`src/rtl/mig7_memtest_pkg.sv`:
```
// Shared types and constants for the MIG7 memory tester: FSM states,
// MIG command codes and the 32-bit Galois LFSR step.
package mig7_memtest_pkg;

   typedef enum logic [2:0] {
      ST_IDLE     = 3'd0,
      ST_WAIT_CAL = 3'd1,
      ST_WRITE    = 3'd2,
      ST_READ     = 3'd3,
      ST_DONE     = 3'd4
   } state_t;

   localparam logic [2:0]  CMD_WR    = 3'b000;
   localparam logic [2:0]  CMD_RD    = 3'b001;

   // x^32 + x^22 + x^2 + x + 1 in right-shifting Galois form
   localparam logic [31:0] LFSR_POLY = 32'h8020_0003;

   function automatic logic [31:0] lfsr_next(input logic [31:0] s);
      return (s >> 1) ^ (s[0] ? LFSR_POLY : 32'h0);
   endfunction

endpackage

```
`src/rtl/mig7_memtest_lfsr.sv`:
```
// 32-bit pattern LFSR with load and advance; load wins over advance.
module mig7_memtest_lfsr
   import mig7_memtest_pkg::*;
(
   input  logic        clk,
   input  logic        rst,
   input  logic        load,
   input  logic        advance,
   input  logic [31:0] load_val,
   output logic [31:0] state
);

   logic [31:0] state_d, state_q;

   always_comb begin
      state_d = state_q;
      if (load) begin
         state_d = load_val;
      end else if (advance) begin
         state_d = lfsr_next(state_q);
      end
   end

   always_ff @(posedge clk) begin
      if (rst) begin
         state_q <= '0;
      end else begin
         state_q <= state_d;
      end
   end

   assign state = state_q;

endmodule

```
`src/rtl/mig7_memtest.sv`:
```
// Write-then-read-back pattern tester driving a MIG7 user interface.
// state    | meaning
// IDLE     | after reset, waiting for start
// WAIT_CAL | run accepted, waiting for init_calib_complete
// WRITE    | issuing write commands and data beats independently
// READ     | issuing read commands, checking returned beats in order
// DONE     | run finished or aborted; pass/err_cnt valid
module mig7_memtest
   import mig7_memtest_pkg::*;
#(
   parameter int WORDS     = 1024,
   parameter int ADDR_STEP = 8
) (
   input  logic         clk,
   input  logic         rst,
   input  logic         start,
   input  logic [31:0]  seed,
   input  logic [27:0]  base_addr,
   output logic [27:0]  app_addr,
   output logic [2:0]   app_cmd,
   output logic         app_en,
   output logic [127:0] app_wdf_data,
   output logic         app_wdf_end,
   output logic [15:0]  app_wdf_mask,
   output logic         app_wdf_wren,
   input  logic [127:0] app_rd_data,
   input  logic         app_rd_data_end,
   input  logic         app_rd_data_valid,
   input  logic         app_rdy,
   input  logic         app_wdf_rdy,
   output logic         app_sr_req,
   output logic         app_ref_req,
   output logic         app_zq_req,
   input  logic         app_sr_active,
   input  logic         app_ref_ack,
   input  logic         app_zq_ack,
   input  logic         init_calib_complete,
   output logic         busy,
   output logic         done,
   output logic         pass,
   output logic [15:0]  err_cnt,
   output logic [27:0]  first_err_addr
);

   localparam logic [15:0] WORDS_C = 16'(WORDS);
   localparam logic [27:0] STEP_C  = 28'(ADDR_STEP);

   state_t      state_d, state_q;
   logic [27:0] app_addr_d, app_addr_q;
   logic [2:0]  app_cmd_d, app_cmd_q;
   logic        app_en_d, app_en_q;
   logic        wren_d, wren_q;
   logic [27:0] base_d, base_q;
   logic [27:0] rd_addr_d, rd_addr_q;
   logic [15:0] cmd_left_d, cmd_left_q;
   logic [15:0] dat_left_d, dat_left_q;
   logic [15:0] rd_left_d, rd_left_q;
   logic [15:0] err_cnt_d, err_cnt_q;
   logic [27:0] first_err_d, first_err_q;
   logic        aborted_d, aborted_q;

   logic        gen_load, gen_adv, chk_load, chk_adv;
   logic [31:0] lfsr_seed, gen_word, chk_word;

   logic unused_ok;
   assign unused_ok = ^{app_rd_data_end, app_sr_active, app_ref_ack, app_zq_ack};

   assign lfsr_seed = (seed == 32'h0) ? 32'h0000_0001 : seed;

   mig7_memtest_lfsr u_gen (
      .clk      (clk),
      .rst      (rst),
      .load     (gen_load),
      .advance  (gen_adv),
      .load_val (lfsr_seed),
      .state    (gen_word)
   );

   mig7_memtest_lfsr u_chk (
      .clk      (clk),
      .rst      (rst),
      .load     (chk_load),
      .advance  (chk_adv),
      .load_val (lfsr_seed),
      .state    (chk_word)
   );

   always_comb begin
      state_d     = state_q;
      app_addr_d  = app_addr_q;
      app_cmd_d   = app_cmd_q;
      app_en_d    = app_en_q;
      wren_d      = wren_q;
      base_d      = base_q;
      rd_addr_d   = rd_addr_q;
      cmd_left_d  = cmd_left_q;
      dat_left_d  = dat_left_q;
      rd_left_d   = rd_left_q;
      err_cnt_d   = err_cnt_q;
      first_err_d = first_err_q;
      aborted_d   = aborted_q;
      gen_load    = 1'b0;
      gen_adv     = 1'b0;
      chk_load    = 1'b0;
      chk_adv     = 1'b0;

      case (state_q)
         ST_IDLE, ST_DONE: begin
            if (start) begin
               state_d     = ST_WAIT_CAL;
               base_d      = base_addr;
               app_addr_d  = base_addr;
               rd_addr_d   = base_addr;
               cmd_left_d  = WORDS_C;
               dat_left_d  = WORDS_C;
               rd_left_d   = WORDS_C;
               err_cnt_d   = '0;
               first_err_d = '0;
               aborted_d   = 1'b0;
               gen_load    = 1'b1;
               chk_load    = 1'b1;
            end
         end
         ST_WAIT_CAL: begin
            if (init_calib_complete) begin
               state_d   = ST_WRITE;
               app_cmd_d = CMD_WR;
               app_en_d  = 1'b1;
               wren_d    = 1'b1;
            end
         end
         ST_WRITE: begin
            if (!init_calib_complete) begin
               state_d   = ST_DONE;
               aborted_d = 1'b1;
               app_en_d  = 1'b0;
               wren_d    = 1'b0;
            end else if (cmd_left_q == 16'd0 && dat_left_q == 16'd0) begin
               state_d    = ST_READ;
               app_cmd_d  = CMD_RD;
               app_en_d   = 1'b1;
               app_addr_d = base_q;
               cmd_left_d = WORDS_C;
            end else begin
               // command and data channels retire independently
               if (app_en_q && app_rdy) begin
                  cmd_left_d = cmd_left_q - 16'd1;
                  app_addr_d = app_addr_q + STEP_C;
                  if (cmd_left_q == 16'd1) app_en_d = 1'b0;
               end
               if (wren_q && app_wdf_rdy) begin
                  dat_left_d = dat_left_q - 16'd1;
                  gen_adv    = 1'b1;
                  if (dat_left_q == 16'd1) wren_d = 1'b0;
               end
            end
         end
         ST_READ: begin
            if (!init_calib_complete) begin
               state_d   = ST_DONE;
               aborted_d = 1'b1;
               app_en_d  = 1'b0;
            end else begin
               if (app_en_q && app_rdy) begin
                  cmd_left_d = cmd_left_q - 16'd1;
                  app_addr_d = app_addr_q + STEP_C;
                  if (cmd_left_q == 16'd1) app_en_d = 1'b0;
               end
               if (app_rd_data_valid) begin
                  chk_adv   = 1'b1;
                  rd_left_d = rd_left_q - 16'd1;
                  rd_addr_d = rd_addr_q + STEP_C;
                  if (app_rd_data != {4{chk_word}}) begin
                     if (err_cnt_q == 16'd0) first_err_d = rd_addr_q;
                     if (err_cnt_q != 16'hFFFF) err_cnt_d = err_cnt_q + 16'd1;
                  end
                  if (rd_left_q == 16'd1) begin
                     state_d  = ST_DONE;
                     app_en_d = 1'b0;
                  end
               end
            end
         end
         default: state_d = ST_IDLE;
      endcase
   end

   always_ff @(posedge clk) begin
      if (rst) begin
         state_q     <= ST_IDLE;
         app_addr_q  <= '0;
         app_cmd_q   <= '0;
         app_en_q    <= 1'b0;
         wren_q      <= 1'b0;
         base_q      <= '0;
         rd_addr_q   <= '0;
         cmd_left_q  <= '0;
         dat_left_q  <= '0;
         rd_left_q   <= '0;
         err_cnt_q   <= '0;
         first_err_q <= '0;
         aborted_q   <= 1'b0;
      end else begin
         state_q     <= state_d;
         app_addr_q  <= app_addr_d;
         app_cmd_q   <= app_cmd_d;
         app_en_q    <= app_en_d;
         wren_q      <= wren_d;
         base_q      <= base_d;
         rd_addr_q   <= rd_addr_d;
         cmd_left_q  <= cmd_left_d;
         dat_left_q  <= dat_left_d;
         rd_left_q   <= rd_left_d;
         err_cnt_q   <= err_cnt_d;
         first_err_q <= first_err_d;
         aborted_q   <= aborted_d;
      end
   end

   assign app_addr       = app_addr_q;
   assign app_cmd        = app_cmd_q;
   assign app_en         = app_en_q;
   assign app_wdf_data   = {4{gen_word}};
   assign app_wdf_wren   = wren_q;
   assign app_wdf_end    = wren_q;
   assign app_wdf_mask   = '0;
   assign app_sr_req     = 1'b0;
   assign app_ref_req    = 1'b0;
   assign app_zq_req     = 1'b0;
   assign busy           = (state_q == ST_WAIT_CAL) || (state_q == ST_WRITE) || (state_q == ST_READ);
   assign done           = (state_q == ST_DONE);
   assign pass           = done && (err_cnt_q == 16'd0) && !aborted_q;
   assign err_cnt        = err_cnt_q;
   assign first_err_addr = first_err_q;

endmodule

```
`config.mk`:
```
export PLATFORM = sky130hd
export DESIGN_NAME = mig7_memtest
export DESIGN_NICKNAME = d
export VERILOG_FILES = /design/src/rtl/mig7_memtest_pkg.sv /design/src/rtl/mig7_memtest_lfsr.sv /design/src/rtl/mig7_memtest.sv
export SDC_FILE = /design/constraint.sdc
export NUM_CORES = 1
export LEC_CHECK = 0
export CORE_MARGIN = 4
export CORE_UTILIZATION = 48
export DETAILED_ROUTE_END_ITERATION = 16
export GPL_ROUTABILITY_DRIVEN = 0
export HOLD_SLACK_MARGIN = 0.15
export PLACE_DENSITY = 0.82
export SYNTH_ARGS = -nofsm -noshare
export SYNTH_HDL_FRONTEND = slang
export SYNTH_SLANG_ARGS = --single-unit
```
`constraint.sdc`:
```
create_clock -name clk -period 3.4 [get_ports clk]
set_input_delay 0.51 -clock clk [delete_from_list [all_inputs] [get_ports clk]]
set_output_delay 0.51 -clock clk [all_outputs]
set_load 0.01 [all_outputs]
```
After elaboration in Yosys (flattened, before gate mapping)
Index checks and enable logic that the tools add are counted.
{ "word_totals": {"word_cells": 163, "inputBits": 199, "reg_bits": 249} }
{ "op_classes": {"n_eq_ne": 27, "bitwise": 2, "n_addsub": 6, "n_reduce_logical": 34, "muxes": 79} }
{ "ops": {"columns": ["op", "n"], "rows": [
  ["28-bit 2-to-1 mux", 12],
  ["16-bit 2-to-1 mux", 15],
  ["32-bit 2-to-1 mux", 7],
  ["128-bit != test", 1],
  ["28-bit case mux with 2 select lines", 2],
  ["16-bit case mux with 2 select lines", 3],
  ["28-bit case mux with 3 select lines", 1],
  ["31-bit by 32-bit XOR with 32-bit output", 2],
  ["28-bit by 4-bit adder with 28-bit output, second input constant", 2],
  ["16-bit by 1-bit equality test with 1-bit output, second input constant", 3],
  ["16-bit zero test", 3],
  ["16-bit case mux with 3 select lines", 1],
  ["16-bit by 1-bit subtractor with 16-bit output, second input constant", 3],
  ["32-bit zero test", 1],
  ["3-bit 2-to-1 mux", 10],
  ["1-bit 2-to-1 mux", 23],
  ["2-bit != test, second input constant", 11],
  ["3-bit != test, second input constant", 6],
  ["16-bit by 1-bit adder with 16-bit output, second input constant", 1],
  ["16-bit != test, second input constant", 1],
  ["5-bit AND reduction", 3],
  ["3-bit case mux with 4 select lines", 1],
  ["4-bit AND reduction", 3],
  ["6-bit AND reduction", 2],
  ["other kinds (16)", 31]
]} }

Logic depth before layout (Yosys ltp)
{ "depth": {"word_depth": 7, "depth_mapped": 11, "mapped_depth_nobuf": 9} }

By module
Synthesis repeated with hierarchy kept, for this count alone.
{ "hier_totals": {"hier_cells": 1821, "area_unflattened_um2": 14789.2} }
{ "by_module_without_submodules": {"columns": ["mod", "instances", "area_each_um2", "cells_per_inst"], "rows": [
  ["mig7_memtest", 1, 11578.6, 1525],
  ["mig7_memtest_lfsr", 2, 1605.3, 148]
]} }

Worst setup path before layout
OpenSTA, ideal clock, no wires.
{ "synth_path": {"path_kind": "register to register", "start": "register cmd_left_q[4]", "end": "register app_addr_q[12] (netlist: app_addr[12])", "n_path_buf": 2, "slack_ns": 0.641, "t_required_ns": 3.267, "t_arrival_ns": 2.626, "stages_incl_launch_ff": 10, "cell_sequence": "dfxtp_1 > or4_4 > or4_4 > buf_6 > or4_4 > o21ai_4 > buf_4 > nor3_1 > a221oi_2 > o22ai_1"} }
{ "synth_via": {"elab_chain_len": 5} }
{ "synth_rtl": {"columns": ["element", "line", "source"], "rows": [
  ["start, declared", "mig7_memtest.sv:55", "logic [15:0] cmd_left_d, cmd_left_q;"],
  ["start signal, assigned", "mig7_memtest.sv:211", "cmd_left_q <= cmd_left_d;"],
  ["16-bit zero test", "mig7_memtest.sv:138", "end else if (cmd_left_q == 16'd0 && dat_left_q == 16'd0) begin"],
  ["1-bit logical AND", "mig7_memtest.sv:138", null],
  ["28-bit 2-to-1 mux", "mig7_memtest.sv:138", null],
  ["28-bit 2-to-1 mux", "mig7_memtest.sv:133", "if (!init_calib_complete) begin"],
  ["28-bit case mux with 3 select lines", "mig7_memtest.sv:107", "case (state_q)"],
  ["end signal, assigned", "mig7_memtest.sv:205", "app_addr_q <= app_addr_d;"],
  ["end, declared", "mig7_memtest.sv:49", "logic [27:0] app_addr_d, app_addr_q;"]
]} }
No other way between the ends. The select of a mux whose other input is x is not followed.
A chain may end at the register's enable or synchronous reset.

Worst setup path in the final report
{ "layout_path": {"start": "register u_chk.state_q[0] (netlist: u_chk.state[0])", "end": "register first_err_q[5] (netlist: first_err_addr[5])"} }
{ "layout_via": {"elab_chain_len": 3} }
{ "layout_rtl": {"columns": ["element", "line", "source"], "rows": [
  ["start, declared", "mig7_memtest_lfsr.sv:13", "logic [31:0] state_d, state_q;"],
  ["start signal, assigned", "mig7_memtest_lfsr.sv:28", "state_q <= state_d;"],
  ["128-bit != test", "mig7_memtest.sv:173", "if (app_rd_data != {4{chk_word}}) begin"],
  ["2-bit != test (no source line)", null, null],
  ["6-bit AND reduction (no source line)", null, null],
  ["end signal, assigned", "mig7_memtest.sv:215", "first_err_q <= first_err_d;"],
  ["end, declared", "mig7_memtest.sv:59", "logic [27:0] first_err_d, first_err_q;"]
]} }
No other way between the ends.

==> results.sh <==
export IMPL_async_flop_share_pct=0
export IMPL_postCtsSetupBuffers=0
export IMPL_hold_viol=0
export IMPL_ys_warn_count=0
export IMPL_vias_per_cell=5.87
export IMPL_irDropWorstVdd_v=0.000426
export IMPL_final_layout_size_suffix_gt1_share_pct=6.47
export IMPL_fin_cells=2456
export IMPL_cts_buffers=27
export IMPL_min_delay_start="rst"
export IMPL_dp_hpwl_mm=37.5
export IMPL_grt_pass1_vias=13200
export IMPL_setup_violations=0
export IMPL_critical_path_cell_chain="xor2_1 > a2111oi_0 > buf_4 > nand4_1 > or4_1 > nor4_2 > buf_4 > a211o_1 > buf_12 > mux2i_1"
export IMPL_grt_pass1_wl_mm=73.3
export IMPL_final_cell_mix="clkdlybuf4s50_1 (400), nand2_1 (254), dfxtp_1 (247), nor2_1 (145), a21oi_1 (118)"
export IMPL_pre_cts_ws_ns=-0.00855
export IMPL_io_buffers=401
export IMPL_power_mw=9.31
export IMPL_grt_overflow_total=0
export IMPL_maxCapViolCount=0
export IMPL_dp_cells=2406
export IMPL_relSlewSlack_pct=43.1
export IMPL_cp_end_kind="flop"
export IMPL_synth_flop_cell="dfxtp_1"
export IMPL_reg2reg_depth=10
export IMPL_setup_ws_ns=0.311
export IMPL_fp_dieW_um=179
export IMPL_nFillCells=2377
export IMPL_fin_util_pct=65.0
export IMPL_hold_path_class="input port to flop"
export IMPL_post_cts_resized=0
export IMPL_whs_endpoint="rd_addr_q[6]"
export IMPL_synth_seq_cells=247
export IMPL_design_area_um2=18700
export IMPL_cts_sinks=247
export IMPL_layout_min_cycle_time_ns=3.09
export IMPL_drtAntennaViolNets=0
export IMPL_dpl_cell_area_um2=17700
export IMPL_leakagePower_nw=6.72
export IMPL_crit_path_max_incr_delay_ns=0.69
export IMPL_status="completed"
export IMPL_worstSetupStartpointType="flop"
export IMPL_ff_latch_area_um2=4940
export IMPL_die_area_um2=32000
export IMPL_routed_wl_mm=49.5
export IMPL_cts_hold_buf=0
export IMPL_clock_path_buffers=3
export IMPL_multiInputGateArea_um2=7770
export IMPL_netlist_area_um2=14000
export IMPL_drc_errors=0
export IMPL_yosysSeqAreaShare_pct=35.2
export IMPL_grtUsageTotal_pct=28.7
export IMPL_timing_final_crit_share_pct=90.9
export IMPL_clk_latency_ns=0.53
export IMPL_cts_tree="built"
export IMPL_hold_path_depth=2
export IMPL_final_common_cell="clkdlybuf4s50_1"
export IMPL_finClkSkew_ns=0.00987
export IMPL_initial_core_util_pct=48.7
export IMPL_cts_clk_slew_worst_paths_ns=0.06
export IMPL_coreArea_um2=28800
export IMPL_rrSetupSlack_ns=0.31
export IMPL_nets=2262
export IMPL_crit_fanout=28
export IMPL_wire_per_inst_um=20.2
export IMPL_drt_pass1_iterations=6
export IMPL_drtIter0Drc=1409
export IMPL_vias=14400
export IMPL_crit_top_cell="buf_4"
export IMPL_grt_antenna_before_repair=1
export IMPL_worstPathArrival_ns=3.54
export IMPL_drv_slew=0
export IMPL_max_clock_freq_mhz=324
export IMPL_synth_edff_count=0
export IMPL_r2r_end="first_err_addr[5]"
export IMPL_grt_max_degree=62
export IMPL_synth_avg_cell_area_um2=7.87
export IMPL_h_tree_depth=1
export IMPL_ios=427
export IMPL_final_setup_tns_ns=0
export IMPL_die_h_um=179
export IMPL_cts_root_buf="clkbuf_16"
export IMPL_rsz0062_at_grt="no"
export IMPL_worstMarginPinSlew_ns=0.845
export IMPL_row_count=62
export IMPL_worstSetupPathType="flop to flop"
export IMPL_ys_types=81
export IMPL_cp_slowest_cell="dfxtp_1"
export IMPL_hold_ws_ns=0.377
export IMPL_reg2reg_from="u_chk.state[0]"
export IMPL_worst_ep_required_time_ns=3.85
export IMPL_powerDensity_nw_per_um2=498
export IMPL_synthCells=1783
export IMPL_syn_to_final_growth_pct=33.2
-- how the worst max path moves through the flow --
stage / cells past startpoint / from / end
after floorplan: 9 / cmd_left_q[4] / app_addr[12]
after global placement: 11 / app_rd_data[82] / first_err_addr[0]
after detailed placement: 11 / app_rd_data[82] / first_err_addr[7]
after CTS: 10 / u_chk.state[0] / first_err_addr[5]
after global routing: 10 / u_chk.state[0] / first_err_addr[22]
final: 10 / u_chk.state[0] / first_err_addr[5]
-- sequential cells by signal, summed over array words and instances (netlist names) --
signal / cells
app_wdf_end: 1
first_err_addr: 28
u_gen.state: 32
rd_left_q: 16
app_en: 1
aborted_q: 1
app_addr: 28
app_cmd: 1
cmd_left_q: 16
dat_left_q: 16
base_q: 28
state_q: 3
rd_addr_q: 28
u_chk.state: 32
err_cnt: 16
-- synth_stat cells (27+ instances only) --
cell type | count | share of area [%]
nand3_1 | 47 | 1.7
mux2i_1 | 35 | 2.5
nor2_1 | 147 | 3.9
clkbuf_1 | 94 | 2.5
o21ai_0 | 68 | 2.4
xor2_1 | 53 | 3.3
dfxtp_1 | 247 | 35
buf_4 | 122 | 6.5
nand2b_1 | 35 | 1.6
or3_1 | 41 | 1.8
xnor2_1 | 69 | 4.3
nand4_1 | 39 | 1.7
nand2_1 | 255 | 6.8
a21oi_1 | 119 | 4.2
and3_1 | 27 | 1.2
nor3_1 | 51 | 1.8
a311oi_1 | 35 | 2.2
nor4_1 | 31 | 1.4
-- layout make-up --
type / instances / share of cell area, %
Antenna cell: 1 / 0.0134
Timing Repair Buffer: 452 / 23.8
Multi-Input combinational cell: 1302 / 41.6
Clock inverter: 11 / 0.877
Tap cell: 384 / 2.57
Sequential cell: 247 / 26.5
Inverter: 21 / 0.422
Clock buffer: 38 / 4.32
-- critical path, delay by kind of cell (launching register included) --
kind | cells | cell delay (ns)
and+or+nand+nor | 3 | 0.82
buffers and inverters | 3 | 0.63
xor gates and xnor gates | 1 | 0.12
muxes | 1 | 0.23
DFF | 1 | 0.69
AOI/OAI and AO/OA | 2 | 0.47
-- per-layer routing --
metal | up-vias | global-route usage (%) | routed length, um
met5 | - | 0 | 0
met4 | 0 | 9.37 | 1760
met3 | 116 | 6.28 | 5370
met2 | 817 | 45.1 | 22400
met1 | 6745 | 39.4 | 20000
li1 | 6733 | - | -
-- power by group --
| group | switching, mW | internal, mW | total, mW | leakage, nW |
|---|---|---|---|---|
| combinational | 1.35 | 1.25 | 2.59 | 4.22 |
| clock | 1.21 | 1.95 | 3.16 | 0.477 |
| sequential | 0.396 | 3.16 | 3.56 | 2.02 |
-- cell families after synthesis --
| family | after synthesis | share of synthesized area (%) |
|---|---|---|
| and+or+nand+nor | 729 | 25.2 |
| AOI/OAI and AO/OA | 381 | 17.9 |
| buffers and inverters | 254 | 10.3 |
| DFF | 247 | 35.2 |
| xor gates and xnor gates | 122 | 7.62 |
| muxes | 37 | 2.66 |
| adders and majority gates | 12 | 1.07 |
| other | 1 | 0.0267 |
Note: power is estimated with default switching activity, not from simulation.
